==> src/rtl/sys4_stream_loader.sv <==
// Serial word front/back end for the 4x4 sys4 multiplier: loads A then B row-major,
// fires one job, captures C on done and streams the 16 result words back out.
module sys4_stream_loader #(
  parameter int WIDTH = 16
) (
  input  logic                  clk,
  input  logic                  rst,
  input  logic [WIDTH-1:0]      in_data,
  input  logic                  in_valid,
  output logic                  in_ready,
  output logic [WIDTH*16-1:0]   mm_a,
  output logic [WIDTH*16-1:0]   mm_b,
  output logic                  mm_start,
  input  logic [WIDTH*16-1:0]   mm_c,
  input  logic                  mm_done,
  output logic [WIDTH-1:0]      out_data,
  output logic                  out_valid,
  input  logic                  out_ready,
  output logic                  out_last,
  output logic                  busy
);

  typedef enum logic [2:0] {
    ST_LOAD_A,
    ST_LOAD_B,
    ST_FIRE,
    ST_WAIT,
    ST_DRAIN
  } state_t;

  state_t                state;
  logic [3:0]            idx;
  logic [WIDTH*16-1:0]   c_reg;

  // Handshake: a word moves when valid && ready are both high at a rising edge;
  // ready never depends on valid, and valid/data hold until the transfer happens.
  always_ff @(posedge clk) begin
    if (rst) begin
      state <= ST_LOAD_A;
      idx   <= 4'd0;
      mm_a  <= '0;
      mm_b  <= '0;
      c_reg <= '0;
    end else begin
      case (state)
        ST_LOAD_A: begin
          if (in_valid) begin
            mm_a[idx*WIDTH +: WIDTH] <= in_data;
            idx <= idx + 4'd1;
            if (idx == 4'd15) state <= ST_LOAD_B;
          end
        end
        ST_LOAD_B: begin
          if (in_valid) begin
            mm_b[idx*WIDTH +: WIDTH] <= in_data;
            idx <= idx + 4'd1;
            if (idx == 4'd15) state <= ST_FIRE;
          end
        end
        ST_FIRE: state <= ST_WAIT;
        // Done is only looked at after FIRE, so a sticky done from the last job
        // never captures C before the new start has been applied.
        ST_WAIT: begin
          if (mm_done) begin
            c_reg <= mm_c;
            state <= ST_DRAIN;
          end
        end
        ST_DRAIN: begin
          if (out_ready) begin
            idx <= idx + 4'd1;
            if (idx == 4'd15) state <= ST_LOAD_A;
          end
        end
        default: begin
          state <= ST_LOAD_A;
          idx   <= 4'd0;
        end
      endcase
    end
  end

  // Control outputs decode the state register and are forced low during reset.
  always_comb begin
    in_ready  = !rst && ((state == ST_LOAD_A) || (state == ST_LOAD_B));
    mm_start  = !rst && (state == ST_FIRE);
    out_valid = !rst && (state == ST_DRAIN);
    busy      = !rst && !((state == ST_LOAD_A) && (idx == 4'd0));
    out_data  = '0;
    out_last  = 1'b0;
    if (out_valid) begin
      out_data = c_reg[idx*WIDTH +: WIDTH];
      out_last = (idx == 4'd15);
    end
  end

endmodule

==> config.mk <==
export PLATFORM = sky130hd
export DESIGN_NAME = sys4_stream_loader
export DESIGN_NICKNAME = d
export VERILOG_FILES = /design/src/rtl/sys4_stream_loader.sv
export SDC_FILE = /design/constraint.sdc
export NUM_CORES = 2
export LEC_CHECK = 0
export ABC_AREA = 1
export CAP_MARGIN = 20
export CORE_AREA = 5 5 315 317
export DETAILED_ROUTE_END_ITERATION = 6
export DIE_AREA = 0 0 320 322
export GPL_ROUTABILITY_DRIVEN = 0
export GPL_TIMING_DRIVEN = 0
export PLACE_DENSITY_LB_ADDON = 0.3
export SETUP_SLACK_MARGIN = 0.1
export SLEW_MARGIN = 30
export SYNTH_ARGS = -nofsm -noshare
export SYNTH_HDL_FRONTEND = slang
export SYNTH_SLANG_ARGS = --single-unit
export TNS_END_PERCENT = 30
==> constraint.sdc <==
create_clock -name clk -period 3.2 [get_ports clk]
set_input_delay 0.8 -clock clk [delete_from_list [all_inputs] [get_ports clk]]
set_output_delay 0.8 -clock clk [all_outputs]
set_load 0.05 [all_outputs]
==> results.md <==
- The share of total power dissipated in combinational logic is 0.109.
- Leaving out fill and tap cells, the most frequent cell in the layout is sky130_fd_sc_hd__clkdlybuf4s50_1.
- Summed over all cells, the static leakage comes to 16.61 nW.
- The largest fanout on the critical path is 10.
- STA classifies the critical path endpoint as a primary output.
- Yosys printed 0 warnings.
- The worst hold path belongs to the class flip-flop to flip-flop.
- The H-tree was split into 3 levels.
- The worst setup path is of the flip-flop to primary output kind.
- The post-detailed-route wirelength per cell is 24.14 µm.
- In this run, post-CTS hold repair placed 0 buffers.
- Setup repair after global routing could not meet its margin everywhere.
- Data arrives at the worst endpoint at between 2 and 2.5 ns.
- For the pin with the worst max-slew slack, the measured transition is 1.082 ns.
- In the final layout, flip-flops and latches occupy 15,520 µm².
- The required time of the critical path is 2.40 ns.
- The final cell area excluding filler cells is 44,850 µm².
- For this design, the sink count on the clock tree is 775.
- The die covers around 100,000 µm².
- The maximum number of pins on one net before global-route repair is 15.
- Pin placement for this block handled 810 I/O pins.
- The number of vias after detailed routing is 33,360.
- The internal power summed over all cells is around 16 mW.
- The fraction of final layout cells with drive strength greater than 1 is 0.1096.
- The total length of routed wires is 154.7 mm.
- The number of DRC violations after detailed routing is 0.
- STA classifies the critical path startpoint as a flip-flop.
- The count of distinct cell types in the synthesized netlist is 32.
- The number of CTS-inserted buffers is 84.
- The clock passes through at most 3 buffers.
- The layout overhead on the synthesized area is 45.88%.
- Setup violations remaining at the end of the flow were counted as 4.
- The number of search-and-repair iterations in the first detailed-routing pass is 6.
- The starting density of the core is 0.3202.
- After synthesis the netlist holds a flip-flop and latch count of around 780.
- The final reports fail on setup timing.
- After synthesis, the mean cell area works out to ~7.4 µm².
- The average via count per standard cell is 5.207.
- After routing, the total negative slack on setup checks comes to -0.09992 ns.
- The multi-input combinational cell area is 13,490 µm².
- The aggregate global routing overflow is 0.
- Leaving out fill and tap cells, the most frequent cells in the layout are 787 x sky130_fd_sc_hd__clkdlybuf4s50_1, 772 x sky130_fd_sc_hd__dfxtp_1, 554 x sky130_fd_sc_hd__a21oi_1, 552 x sky130_fd_sc_hd__nor2_1, 514 x sky130_fd_sc_hd__o21ai_0.
- The clock slew seen by the registers of the worst setup and hold paths is roughly 0.060 ns.
- The tree is rooted in a sky130_fd_sc_hd__clkbuf_16.
- The power dissipated by switching net loads is 5.801 mW.
- The fraction of the yosys area taken by sequential cells is 0.5047.
- The all-layer global routing usage is 0.2825.
- The later pin in the worst-skew pair is clocked with a latency of 0.68 ns.
- The area of the mapped netlist is 30,740 µm².
- The portion of total power attributed to sequential cells is 0.446.
- The net count of the finished layout is 5,351.
- The width of the chip is 320 µm.
- Once detail routing completed, the nets flagged for antenna violations numbered 0.
- VDD sags by at most 0.0003216 V.
- The initial DRC count is 3,273.
- The post-place instance area is 40,440 µm².
- Of the total power, the share spent switching nets is 0.2660.
- The TritonCTS clock tree is built.
- The first global-routing pass estimated approximately 220 mm of wire.
- The number of cells produced by synthesis is 4,156.
- The net count after synthesis is 4,439.
- The number of max-cap violations is 0.
- For this run, the top clock speed supported by timing is 0.3068 GHz.
- After layout, the worst setup slack is -0.05908 ns.
- On the final layout, the worst clock skew is 0.02727 ns.
- The fill cell instance count of the final layout is between 9,000 and 10,000.
- Buffers placed on the I/O ports in this run total 808.
- In this run the tightest slew margin relative to its limit is 0.2787.
- After layout, the minimum clock period comes to 3.259 ns.
- The wire-length estimate of the detail-placed layout is 121.8 mm.
- The region available for standard cell placement spans 95,990 µm².
- The initial antenna violation count came to 12.
- The final count of hold timing violations is 0.
- The number of rows in the core area is between 100 and 150.
- The count of final max-slew check failures is 0.
- The floorplan step set the die height to 322 µm.
- Power spread over the standard cell area amounts to approximately 490 nW/µm².
- The flow ran to the end, but the final reports show violations.
- The post-route fraction of the period consumed by the critical path is 1.018.
- The number of global-route vias before repair is about 31,000.
- The share of total power dissipated in the clock network is 0.445.
==> power by group through the flow <==
stage,clock network [mW],registers (mW),logic (mW)
final,9.70,9.74,2.37
after global routing,10.2,9.74,2.49
after CTS,9.77,9.74,2.25
after detailed placement,0,9.95,2.06
after global placement,0,9.95,2.05
after floorplan,0,10.1,0.798
==> stage by stage <==
step | worst slack [ns] | power [mW] | util | instances | hold WS [ns]
after floorplan | -0.08098 | 10.91 | - | 4156 | 0.4292
after detailed placement | -1.426 | 12.01 | 0.4212 | 6240 | 0.4459
after global routing | -0.09912 | 22.40 | 0.4672 | 6406 | 0.4758
final | -0.05908 | 21.81 | 0.4672 | 6406 | 0.4558
after CTS | -0.1048 | 21.76 | 0.4607 | 6399 | 0.4554
after global placement | -1.529 | 12.00 | 0.4211 | 6240 | 0.4398
==> synthesized netlist by cell type (all sizes together) <==
cell    instances  area [µm²]
nand4          79       509.2
nand2         488        1852
clkbuf        240       900.9
o21ai         652        3263
ha              6       75.07
clkinv          2       7.510
o211a           1       10.01
a31oi           1       6.260
o211ai         16       120.1
nor3b           1       7.510
buf            87       410.4
nand3         242        1296
dfxtp         775       15510
inv           353        1325
a211oi          1       7.510
a21oi         614        3073
nor3           17       151.4
nor2          581        2212
==> critical path: stages (launching register included) <==
cell and delay (ns):
sky130_fd_sc_hd__dfxtp_4 0.35, sky130_fd_sc_hd__buf_12 0.14, sky130_fd_sc_hd__clkbuf_16 0.17, sky130_fd_sc_hd__clkbuf_16 0.17, sky130_fd_sc_hd__a21oi_1 0.14, sky130_fd_sc_hd__o21ai_1 0.13, sky130_fd_sc_hd__nand3_1 0.17, sky130_fd_sc_hd__nand3_2 0.14
sky130_fd_sc_hd__a21oi_2 0.17, sky130_fd_sc_hd__buf_6 0.18
==> final timing paths <==
kind	start	end	slack [ns]	cells past startpoint
setup / recovery	idx[0]$_SDFFE_PP0P_	out_data[7]	-0.06	9
hold / removal	c_reg[237]$_SDFFE_PP0P_	c_reg[237]$_SDFFE_PP0P_	0.46	2
setup reg to reg	idx[0]$_SDFFE_PP0P_	mm_b[40]$_SDFFE_PP0P_	0.17	13
hold reg to reg	c_reg[237]$_SDFFE_PP0P_	c_reg[237]$_SDFFE_PP0P_	0.46	2
==> kinds of logic (layout without fill, tap and decap cells) <==
kind of cell	Yosys count	in the layout	share of synthesized area
compound gates	1285	1285	0.2108
fa+ha+maj	6	6	0.002442
buf+inv	682	1655	0.08600
flops	775	775	0.5047
other cells	0	1	0
simple gates	1408	1408	0.1961
==> per-layer routing <==
metal	vias up	wire length [µm]	GRT usage
met3	380	13540	0.06767
met2	1693	70920	0.4638
met4	10	8966	0.1485
met1	15720	61180	0.3451
met5	-	45	0
li1	15560	-	-
==> final cells by class <==
cell class                 instances  share of cell area
antenna                            1          0.00005580
buffer                           326             0.04163
clock buffer                     124             0.05471
clock inverter                    23            0.005580
inverter                         355             0.03030
multi-input combinational       2699              0.3008
sequential                       775              0.3462
tap                             1276             0.03560
timing repair buffer             827              0.1851
==> what timing repair did <==
item / 4_1_cts / 5_1_grt
pin swaps: 38 / 54
gates cloned: 3 / 1
endpoints found under the setup margin: 535 / 309
endpoints found under the hold margin: 0 / 0
setup buffers: 10 / 4
resized for setup: 456 / 228
Power figures use the tool's default switching activity.
